$ cat config.mk
export PLATFORM = sky130hd
export DESIGN_NAME = tri_fifo_writer
export DESIGN_NICKNAME = d
export VERILOG_FILES = /design/src/rtl/tri_fifo_writer.sv
export SDC_FILE = /design/constraint.sdc
export NUM_CORES = 1
export LEC_CHECK = 0
export BUFFER_PORTS_ARGS = -buffer_cell sky130_fd_sc_hd__buf_2
export CORE_AREA = 3 3 307 309
export CTS_CLUSTER_DIAMETER = 120
export CTS_CLUSTER_SIZE = 30
export DETAILED_ROUTE_END_ITERATION = 8
export DIE_AREA = 0 0 310 312
export SYNTH_ARGS = -nofsm -noshare
export SYNTH_HDL_FRONTEND = slang
export SYNTH_SLANG_ARGS = --single-unit
$ cat constraint.sdc
create_clock -name clk -period 2.7 [get_ports clk]
set_input_delay 0 -clock clk [delete_from_list [all_inputs] [get_ports clk]]
set_output_delay 0 -clock clk [all_outputs]
set_load 0.05 [all_outputs]
$ cat src/rtl/tri_fifo_writer.sv
`default_nettype none
// ============================================================================
// Module   : tri_fifo_writer
// Purpose  : Producer end of the vertex/color FIFO pair feeding the
//            rasterizer's triangle register stage. Takes one whole triangle
//            (three vertices plus three per-vertex colors) through a
//            valid/ready handshake and writes it into both FIFOs in
//            lockstep, one vertex per cycle, in order 0, 1, 2.
// Ports    :
//   clk, rst_n                 clock, asynchronous active-low reset
//   tri_valid / tri_ready      triangle handshake from the transform stage
//   vertex_in0..2, color_in0..2  triangle payload (WIDTH bits each)
//   vertex_full, color_full    FIFO full flags
//   vertex_wr_en, vertex_din   vertex FIFO write port
//   color_wr_en,  color_din    color FIFO write port
//   busy                       a triangle is held and not fully written
//   tri_written                completed-triangle count (wraps)
// Revision : 1.0 - initial release
// ============================================================================
module tri_fifo_writer #(
  parameter int WIDTH = 96,
  parameter int CNT_W = 16
) (
  input  logic             clk,
  input  logic             rst_n,
  input  logic             tri_valid,
  output logic             tri_ready,
  input  logic [WIDTH-1:0] vertex_in0,
  input  logic [WIDTH-1:0] vertex_in1,
  input  logic [WIDTH-1:0] vertex_in2,
  input  logic [WIDTH-1:0] color_in0,
  input  logic [WIDTH-1:0] color_in1,
  input  logic [WIDTH-1:0] color_in2,
  input  logic             vertex_full,
  input  logic             color_full,
  output logic             vertex_wr_en,
  output logic             color_wr_en,
  output logic [WIDTH-1:0] vertex_din,
  output logic [WIDTH-1:0] color_din,
  output logic             busy,
  output logic [CNT_W-1:0] tri_written
);

  typedef enum logic [1:0] {
    IDLE = 2'd0,
    WR0  = 2'd1,
    WR1  = 2'd2,
    WR2  = 2'd3
  } state_t;

  state_t state_q, state_d;

  logic [WIDTH-1:0] v0_q, v1_q, v2_q, v0_d, v1_d, v2_d;
  logic [WIDTH-1:0] c0_q, c1_q, c2_q, c0_d, c1_d, c2_d;
  logic [CNT_W-1:0] cnt_q, cnt_d;

  logic w_wr_ok;
  logic w_ready;
  logic w_accept;
  logic w_wr_en;
  logic [WIDTH-1:0] w_vdin;
  logic [WIDTH-1:0] w_cdin;

  // --------------------------------------------------------------------------
  // Handshake. A triangle can be taken from IDLE, or in the WR2 cycle that is
  // actually writing the last vertex; that second case is what removes the
  // IDLE bubble between back-to-back triangles. Gating with rst_n keeps the
  // handshake dead while reset is asserted.
  // --------------------------------------------------------------------------
  always_comb begin
    w_wr_ok  = !vertex_full && !color_full;
    w_ready  = rst_n && ((state_q == IDLE) || ((state_q == WR2) && w_wr_ok));
    w_accept = tri_valid && w_ready;
  end

  // --------------------------------------------------------------------------
  // Next state, holding registers, counter and write port.
  // --------------------------------------------------------------------------
  always_comb begin
    state_d = state_q;
    v0_d    = v0_q;
    v1_d    = v1_q;
    v2_d    = v2_q;
    c0_d    = c0_q;
    c1_d    = c1_q;
    c2_d    = c2_q;
    cnt_d   = cnt_q;
    w_wr_en = 1'b0;
    // In IDLE the write data keeps showing the last entry written, which is
    // always vertex 2 (IDLE is only entered from WR2 or from reset, where
    // the holding registers are cleared).
    w_vdin  = v2_q;
    w_cdin  = c2_q;

    case (state_q)
      IDLE: begin
        state_d = IDLE;
      end
      WR0: begin
        w_vdin  = v0_q;
        w_cdin  = c0_q;
        w_wr_en = w_wr_ok;
        if (w_wr_ok) state_d = WR1;
      end
      WR1: begin
        w_vdin  = v1_q;
        w_cdin  = c1_q;
        w_wr_en = w_wr_ok;
        if (w_wr_ok) state_d = WR2;
      end
      WR2: begin
        w_vdin  = v2_q;
        w_cdin  = c2_q;
        w_wr_en = w_wr_ok;
        if (w_wr_ok) begin
          state_d = IDLE;
          cnt_d   = cnt_q + 1'b1;
        end
      end
      default: begin
        state_d = IDLE;
      end
    endcase

    // Capture overrides the WR2 -> IDLE transition for back-to-back flow.
    // The outgoing vertex 2 is still on the write port this cycle; the new
    // payload only lands in the holding registers at the clock edge.
    if (w_accept) begin
      state_d = WR0;
      v0_d    = vertex_in0;
      v1_d    = vertex_in1;
      v2_d    = vertex_in2;
      c0_d    = color_in0;
      c1_d    = color_in1;
      c2_d    = color_in2;
    end
  end

  // --------------------------------------------------------------------------
  // State and data registers
  // --------------------------------------------------------------------------
  always_ff @(posedge clk or negedge rst_n) begin
    if (!rst_n) begin
      state_q <= IDLE;
      v0_q    <= '0;
      v1_q    <= '0;
      v2_q    <= '0;
      c0_q    <= '0;
      c1_q    <= '0;
      c2_q    <= '0;
      cnt_q   <= '0;
    end else begin
      state_q <= state_d;
      v0_q    <= v0_d;
      v1_q    <= v1_d;
      v2_q    <= v2_d;
      c0_q    <= c0_d;
      c1_q    <= c1_d;
      c2_q    <= c2_d;
      cnt_q   <= cnt_d;
    end
  end

  // --------------------------------------------------------------------------
  // Outputs. Both FIFOs share one strobe so entry N of each always belongs to
  // the same vertex; the rst_n gate drops the strobes the moment reset is
  // asserted rather than waiting for the state register to settle.
  // --------------------------------------------------------------------------
  assign tri_ready    = w_ready;
  assign vertex_wr_en = rst_n && w_wr_en;
  assign color_wr_en  = rst_n && w_wr_en;
  assign vertex_din   = w_vdin;
  assign color_din    = w_cdin;
  assign busy         = rst_n && (state_q != IDLE);
  assign tri_written  = cnt_q;

endmodule
`default_nettype wire

# After elaboration in Yosys (flattened, before gate mapping)
# Index checks and enable logic that the tools add are counted.
[classes]
addsub = 1
eq_ne = 6
n_mux = 8
n_reduce_logical = 14
[ops]
columns = ["operator", "count"]
rows = [
  ["96-bit case mux with 2 select lines", 2],
  ["16-bit by 1-bit adder with 16-bit output (second input constant)", 1],
  ["3-bit inequality test (second input constant)", 3],
  ["2-bit two-way mux", 4],
  ["2-bit case mux with 4 select lines", 1],
  ["1-bit logical AND", 6],
  ["2-bit equality test (second input constant)", 2],
  ["3-bit AND reduction", 1],
  ["3-bit OR reduction", 1],
  ["2-bit by 1-bit equality test with 1-bit output (second input constant)", 1],
  ["1-bit zero test", 2],
  ["2-bit zero test", 1],
  ["2-bit AND reduction", 1],
  ["2-bit nonzero test", 1],
  ["1-bit logical OR", 1],
  ["1-bit two-way mux", 1],
]
[word_totals]
ff_bits = 594
inputBits = 581
output_inout_bits = 212
elab_cells = 37

# Depth between registers and ports, before layout
# Gate-level depths: netlist (run 1).
[logic_depth]
depth_word = 8
ltp_mapped = 7
mapped_depth_nobuf = 6

# Worst setup path before layout (run 1)
# OpenSTA, ideal clock, no wires.
[synth_path]
kind = "flip-flop to output port"
from = "register state_q[0]"
to = "output vertex_wr_en"
arrival_ns = 2.755
t_required_ns = 2.700
path_slack_ns = -0.055
path_stages_with_launch = 5
n_path_buf = 1
path_cell_list = "dfrtp_1 inv_1 ha_1 nor4b_1 buf_4"
[synth_via]
elab_chain_cells = 4
elab_cells_between_ends = 6
classes_between = "eq/ne (3); mux (1); reduce/logical (2)"
[synth_lines]
columns = ["element", "line", "rtl"]
rows = [
  ["from (decl)", "51", "state_t state_q, state_d;"],
  ["from (signal assigned)", "153", "state_q <= state_d;"],
  ["2-bit equality test or 2-bit by 1-bit equality test with 1-bit output (tied branches)", "95", "case (state_q)"],
  ["3-bit OR reduction (no line) *", "-", ""],
  ["1-bit two-way mux *", "95", ""],
  ["1-bit logical AND *", "-", ""],
  ["to (decl)", "36", "output logic vertex_wr_en,"],
]
# Every way passes the cells marked *; elsewhere a longest branch is shown, timed or not.

# Worst setup path after layout (run 1)
[layout_path]
from = "register state_q[1]"
to = "output color_din[95]"
[layout_via]
elab_chain_cells = 2
elab_cells_between_ends = 3
classes_between = "eq/ne (2); mux (1)"
[layout_lines]
columns = ["element", "line", "rtl"]
rows = [
  ["2-bit equality test or 2-bit by 1-bit equality test with 1-bit output (tied branches)", "95", ""],
  ["96-bit case mux with 2 select lines *", "95", ""],
  ["to (decl)", "39", "output logic [WIDTH-1:0] color_din,"],
]
# Marks and branches as above.

==> flow_summary.json, run 1 <==
{
  "pwr-share-seq_pct": 29.5,
  "required_ns": 2.70,
  "grt_max_degree": 150,
  "outcome": "completed",
  "switching_share_pct": 52.06,
  "hpwl_um": 60150,
  "ir_worst_vdd_uv": 1359,
  "syn-num-nets": 2542,
  "drt_wl_total_um": 87450,
  "cts_sinks": 594,
  "vias": 21190,
  "yosys.area.top_type": "dfrtp_1",
  "grt_use_total_pct": 17.03,
  "start_util_pct": 28.26,
  "avgSynthCellArea_sq_um": 13.26,
  "p_comb_share_pct": 62.3,
  "ys_top_cells_by_count": "dfrtp_1 (594), mux2_1 (500), nor2_1 (194)",
  "cp-start-kind": "flop",
  "placementRows": 111,
  "antenna_found_initial": 11,
  "io_buffers": 792,
  "synth_cell_types": 30,
  "avgRoutedWirePerCell_um": 19.30,
  "setup_viol": 0,
  "synth_cells": 1954,
  "drt-initial-drc-count": 1167,
  "slew_headroom_pct": 34.47,
  "ios": 793,
  "synth.most_common_cell": "dfrtp_1",
  "cts_made_buffers": 23,
  "synth.ff_latch_count": 594,
  "finalInstanceArea_sq_um": 38640,
  "nets": 3924,
  "synthArstFlopShare_pct": 100.0,
  "synth_top_area_share_pct": 57.37,
  "htree_levels": 1,
  "setup_slack_ns": 0.08542,
  "fin_crit_ns": 2.615,
  "rsz0062_at_grt": "yes",
  "ant_nets": 0,
  "period_share_pct": 96.84,
  "grt_overflow": 0,
  "critPathKind": "reg -> out",
  "worstPathArrival_ns": 2.61,
  "cts_buffer_depth": 3,
  "die_h_um": 312,
  "placed_cell_area_sq_um": 31630,
  "grt_pass1_vias": 23180,
  "synth.area.top_cells": "dfrtp_1 (57%), mux2_1 (22%), a22oi_1 (5.6%)",
  "intPower_mw": 25.75,
  "slowest_stage": "dfrtp_2",
  "p_leak_nw": 17.50,
  "synthesis.area_sq_um": 25910,
  "die_x_um": 310,
  "p_per_area_nw_per_um2": 1390,
  "holdCritPathClass": "in -> async",
  "drv_cap": 0,
  "ys_seq_area_share_pct": 57.37,
  "die_area_sq_um": 96720,
  "fin_worst_skew_ns": 0.02688,
  "clkTransAtPathRegs_ns": 0.12,
  "cts_root_buf": "clkbuf_16",
  "fmax_ghz": 0.3825,
  "drive_gt1_share_pct": 31.26,
  "p_clk_share_pct": 8.2,
  "path_cells": "inv_4 > ha_4 > buf_12 > bufbuf_16 > a22oi_1 > a21oi_1 > buf_2",
  "syn2layout_area_growth_pct": 49.14,
  "grt_first_pass_wirelength_um": 131100,
  "core_sq_um": 91660,
  "path_max_fanout": 14,
  "drc_errors": 0,
  "worstSkewPairLatency_ns": 0.61,
  "cts_tree": "built",
  "end_kind": "primary output",
  "maxSlewViolCount": 0,
  "hold_viol_final": 0,
  "synth-edff-count": 0,
  "viasPerCell": 4.675,
  "synthFlopType": "dfrtp_1",
  "dr.pass1.iters": 5,
  "place_ws_ns": 0.3157,
  "cpPeakStageDelay_ns": 0.46,
  "worst-slew-pin-transition_ns": 0.9829,
  "place.gp.congestion": 0.8107,
  "ys_warn_count": 0,
  "p_sw_mw": 27.96
}
## state kept, by name, indices dropped and copies added (netlist names)
| register | cells |
|---|---|
| c1_q | 96 |
| v1_q | 96 |
| v0_q | 96 |
| v2_q | 96 |
| c2_q | 96 |
| state_q | 2 |
| tri_written | 16 |
| c0_q | 96 |
## metrics by stage
stage | utilization (%) | total power [mW] | hold slack, ns | std cells | TNS [ns]
2_1_floorplan | - | 37.57 | -0.2956 | 1954 | 0
3_3_place_gp | 34.51 | 46.55 | -0.1217 | 3893 | 0
3_5_place_dp | 34.51 | 46.92 | -0.1237 | 3893 | 0
4_1_cts | 41.86 | 52.99 | 0.04739 | 4518 | 0
5_1_grt | 42.15 | 56.56 | 0.08476 | 4531 | -0.07495
6_report | 42.15 | 53.70 | 0.09717 | 4532 | 0
## what timing repair did
| item | 4_1_cts | 5_1_grt |
|---|---|---|
| hold buffers | 582 | 0 |
| buffers inserted | 17 | 4 |
| endpoints found under the setup margin | 170 | 86 |
| resized for setup | 52 | 73 |
| gates cloned | 1 | 2 |
| hold endpoints to repair | 893 | 0 |
| pin swaps | 3 | 2 |
## power groups by stage
stage	sequential, mW	clock, mW	combinational (mW)
CTS	15.8	4.58	32.6
global placement	15.8	0	30.7
detailed placement	16.0	0	30.9
finish	15.8	4.39	33.5
global route	16.3	4.84	35.4
floorplan	15.1	0	22.4
## path summary, 6_finish.rpt
check	start	end	slack, ns	cells after the start
min	rst_n	v1_q[84]$_DFFE_PN0P_	0.1	3
max	state_q[1]$_DFFE_PN0P_	color_din[95]	0.09	7
min in group clk	color_in0[31]	c0_q[31]$_DFFE_PN0P_	0.12	3
min reg2reg	tri_written[15]$_DFFE_PN0P_	tri_written[15]$_DFFE_PN0P_	0.48	1
max reg2reg	state_q[1]$_DFFE_PN0P_	v0_q[44]$_DFFE_PN0P_	0.29	6
max in group asynchronous	rst_n	v0_q[33]$_DFFE_PN0P_	1.35	3
## worst max-delay path, delay by kind of cell, from the launching register on
kind / cells / cell delay, ns
buffers and inverters: 4 / 0.73
DFF: 1 / 0.46
AOI/OAI and AO/OA: 2 / 0.57
adders and majority gates: 1 / 0.24
## layer usage
metal  vias to the layer above  part of all wire (%)  GRT usage (%)  wire length (um)
met5                         -                 0.029              0                25
met2                       691                    50          30.51             43700
met3                       153                   6.4          3.924              5634
met1                     10540                    40          19.75             34890
li1                       9796                     -              -                 -
met4                         4                   3.7          6.085              3203
## logic make-up (layout without fill, tap and decap cells)
| kind of cell | count (synthesis) | count (layout) | synth area share (%) |
|---|---|---|---|
| AO/OA/AOI/OAI | 389 | 389 | 9.413 |
| multiplexers | 577 | 577 | 25.08 |
| adder cells (fa/ha/maj) | 7 | 7 | 0.3381 |
| AND/OR/NAND/NOR | 220 | 220 | 3.434 |
| XOR/XNOR | 15 | 15 | 0.5071 |
| buffers and inverters | 152 | 1534 | 3.854 |
| flip-flops | 594 | 594 | 57.37 |
| other | 0 | 10 | 0 |
## layout make-up
| cell class | count | area [sq um] |
|---|---|---|
| multi-input combinational | 1208 | 10120 |
| tap | 1186 | 1484 |
| timing repair buffer | 1507 | 11550 |
| fill | 8401 | 53020 |
| sequential | 594 | 14870 |
| inverter | 2 | 10.01 |
| antenna | 10 | 25.02 |
| clock inverter | 1 | 7.507 |
| clock buffer | 24 | 579.3 |
## cell usage in the layout, fill, tap and decap left out, types with 25 or more instances in the layout
cell	instances
buf_12	31
buf_4	137
dlygate4sd3_1	582
mux2_1	500
mux2_2	77
dfrtp_1	593
a21oi_1	186
buf_2	705
clkbuf_4	35
clkbuf_16	25
nor2_1	192
a22oi_1	191
Note: power is estimated with default switching activity, not from simulation.
==> run 2, diff against run 1 <==
- ABC_AREA: default -> 1
- CORE_AREA: 3 3 307 309 -> default
- CORE_MARGIN: default -> 3
- CORE_UTILIZATION: default -> 30
- DIE_AREA: 0 0 310 312 -> default
==> run 2 against run 1 <==
Against the previous run:
- register-to-register slack worse by 0.04 ns
- sequential power is 3% lower
- clock-buffer cell count is 7 higher
- non-clock buffer count is 19 lower
- global-route usage is 5.0 points higher
- via count is 38% higher
- clock power is 18% higher
- wire length is 26% higher
- critical endpoint is now color_din[23]
==> flow_summary.json, run 2 <==
{
  "dr.pass1.iters": 9,
  "antenna_found_initial": 9,
  "ios": 793,
  "switching_share_pct": 54.84,
  "worst-slew-pin-transition_ns": 0.9913,
  "syn-num-nets": 4065,
  "maxSlewViolCount": 0,
  "drive_gt1_share_pct": 20.32,
  "reg2reg_to": "v2_q[35]$_DFFE_PN0P_",
  "place_inst": 5251,
  "timing.critical_path.from": "state_q[0]$_DFFE_PN0P_",
  "fin_setup_tns_ns": 0,
  "fillers": 8819,
  "drt-initial-drc-count": 3019,
  "synth-edff-count": 0,
  "ys_warn_count": 0,
  "htree_levels": 1,
  "ant_nets": 0,
  "hpwl_um": 71470,
  "die_area_sq_um": 96100,
  "fin_worst_skew_ns": 0.03133,
  "crit_end": "color_din[23]",
  "ir_worst_vdd_uv": 1484,
  "cts_buffer_depth": 3,
  "cts_tree": "built",
  "synth.ff_latch_count": 594,
  "cts_made_buffers": 27,
  "synth_cell_types": 23,
  "avgSynthCellArea_sq_um": 7.974,
  "io_buffers": 792,
  "p_comb_share_pct": 63.0,
  "synthesis.area_sq_um": 27730,
  "stdcell_count": 5914,
  "drt_wl_total_um": 110500,
  "p_sw_mw": 30.42,
  "p_per_area_nw_per_um2": 1383,
  "placementRows": 110,
  "synth_cells": 3477,
  "reg2regPathDepth": 9,
  "fmax_ghz": 0.3772,
  "die_x_um": 310,
  "grt_overflow": 0,
  "path_cells": "inv_2 > ha_4 > buf_12 > buf_4 > nand2_1 > a31oi_1 > clkbuf_4",
  "rsz0062_at_grt": "yes",
  "critPathKind": "reg -> out",
  "slew_headroom_pct": 33.91,
  "required_ns": 2.70,
  "setup_viol": 0,
  "grt_first_pass_wirelength_um": 168300,
  "end_kind": "primary output",
  "avgRoutedWirePerCell_um": 18.68,
  "start_util_pct": 30.52,
  "yosys.area.top_type": "dfrtp_1",
  "layout_common_cells": "nand2_1 (1570), buf_2 (711), dlygate4sd3_1 (595), dfrtp_1 (594), nand3_1 (584)",
  "pwr-share-seq_pct": 27.6,
  "fin_crit_ns": 2.651,
  "worstPathArrival_ns": 2.65,
  "cts_sinks": 594,
  "synth_top_area_share_pct": 53.61,
  "nets": 5304,
  "p_clk_share_pct": 9.3,
  "ys_top_cells_by_count": "nand2_1 (1571), dfrtp_1 (594), nand3_1 (584)",
  "synthFlopType": "dfrtp_1",
  "hold_viol_final": 0,
  "synthArstFlopShare_pct": 100.0,
  "viasPerCell": 4.957,
  "grt_pass1_vias": 29300,
  "period_share_pct": 98.19,
  "path_max_fanout": 49,
  "ys_seq_area_share_pct": 53.61,
  "worstSkewPairLatency_ns": 0.63,
  "slowest_stage": "dfrtp_1",
  "clkTransAtPathRegs_ns": 0.12,
  "cp-start-kind": "flop",
  "synth.most_common_cell": "nand2_1",
  "vias": 29310,
  "core_sq_um": 90840,
  "place.gp.congestion": 0.8798,
  "drv_cap": 0,
  "grt_max_degree": 163,
  "intPower_mw": 25.05,
  "cpPeakStageDelay_ns": 0.41,
  "syn2layout_area_growth_pct": 44.67,
  "holdCritPathClass": "in -> async",
  "synth.area.top_cells": "dfrtp_1 (54%), nand2_1 (21%), nand3_1 (11%)",
  "drc_errors": 0,
  "reg2reg_from": "state_q[1]$_DFFE_PN0P_",
  "cts_root_buf": "clkbuf_16",
  "die_h_um": 310,
  "p_leak_nw": 20.36,
  "rrSetupSlack_ns": 0.25,
  "outcome": "completed",
  "grt_use_total_pct": 22.02,
  "layout_commonest_cell": "nand2_1"
}
## run 2: cell types whose count changed after synthesis, moves of 77 or more
cell,previous run,this run
mux2_1,500,0
nand2_1,8,1571
nand3_1,3,584
mux2_2,77,0
a22oi_1,192,0
a21oi_1,192,1
a31oi_1,0,192
## run 2: cell type report
class | instances | area, sq um | share of cell area (%)
Inverter | 20 | 75.07 | 0.1872
Clock buffer | 31 | 700.7 | 1.747
Antenna cell | 9 | 22.52 | 0.05615
Sequential cell | 594 | 14860 | 37.06
Clock inverter | 11 | 160.2 | 0.3993
Tap cell | 1176 | 1471 | 3.668
Multi-Input combinational cell | 2585 | 11250 | 28.06
Timing Repair Buffer | 1488 | 11560 | 28.83
## run 2: stage by stage
stage                     utilization, %  power, mW  instance area [sq um]  setup slack [ns]  hold WS (ns)
after global placement             35.83      46.88                  32550            0.3841       -0.1852
final                              44.16      55.48                  40110           0.04879       0.07292
after detailed placement           35.83      47.15                  32550            0.3787       -0.1818
after global routing               44.14      58.76                  40090         -0.005812        0.1093
after floorplan                        -      37.95                  27730            0.3618       -0.2956
after CTS                          44.01      55.35                  39980           0.02348       0.05598
## run 2: per-layer routing
layer / part of all wire [%] / vias to the layer above / global-route usage, % / wire length (um)
met5: 0.033 / - / 0 / 37
met2: 46 / 1388 / 35.94 / 51170
met4: 5.1 / 6 / 10.02 / 5600
met1: 41 / 13940 / 28.49 / 45680
met3: 7.2 / 293 / 4.043 / 7975
li1: - / 13680 / - / -
## run 2: cells by family (layout without fill, tap and decap cells)
logic type,count (synthesis),count (layout),share of synthesized area (%)
buffers and inverters,298,1550,6.503
AOI/OAI and AO/OA,197,197,4.445
xor gates and xnor gates,9,9,0.2843
and+or+nand+nor,2372,2372,34.84
DFF,594,594,53.61
adders and majority gates,7,7,0.3159
other,0,9,0
## run 2: what timing repair did
item / in CTS / in global routing
setup buffers: 12 / 2
endpoints found under the hold margin: 998 / 0
pin swaps: 1 / 1
cloned: 4 / 0
setup endpoints to repair: 175 / 22
hold buffers: 595 / 0
gates resized for setup: 101 / 21
## run 2: how the worst min path moves through the flow
stage               cells after the start                   end            from  slack, ns
floorplan                               0   c0_q[0]$_DFFE_PN0P_           rst_n      -0.30
global placement                        1  v0_q[69]$_DFFE_PN0P_           rst_n      -0.19
detailed placement                      1  v0_q[69]$_DFFE_PN0P_           rst_n      -0.18
CTS                                     4  v0_q[28]$_DFFE_PN0P_  vertex_in0[28]       0.06
global route                            3  v1_q[39]$_DFFE_PN0P_           rst_n       0.11
finish                                  3  v1_q[38]$_DFFE_PN0P_           rst_n       0.07
## run 2: power groups by stage
stage	Combinational (mW)	Clock, mW	Sequential (mW)
finish	35.0	5.18	15.3
global route	37.3	5.62	15.8
CTS	34.7	5.40	15.3
detailed placement	31.7	0	15.5
global placement	31.5	0	15.4
floorplan	23.1	0	14.8
## run 2: critical path, delay by kind of cell (launching register included)
family	cells	cell delay (ns)
adder cells (fa/ha/maj)	1	0.21
AO/OA/AOI/OAI	1	0.26
flip-flops	1	0.41
AND/OR/NAND/NOR	1	0.08
buffers and inverters	4	0.93
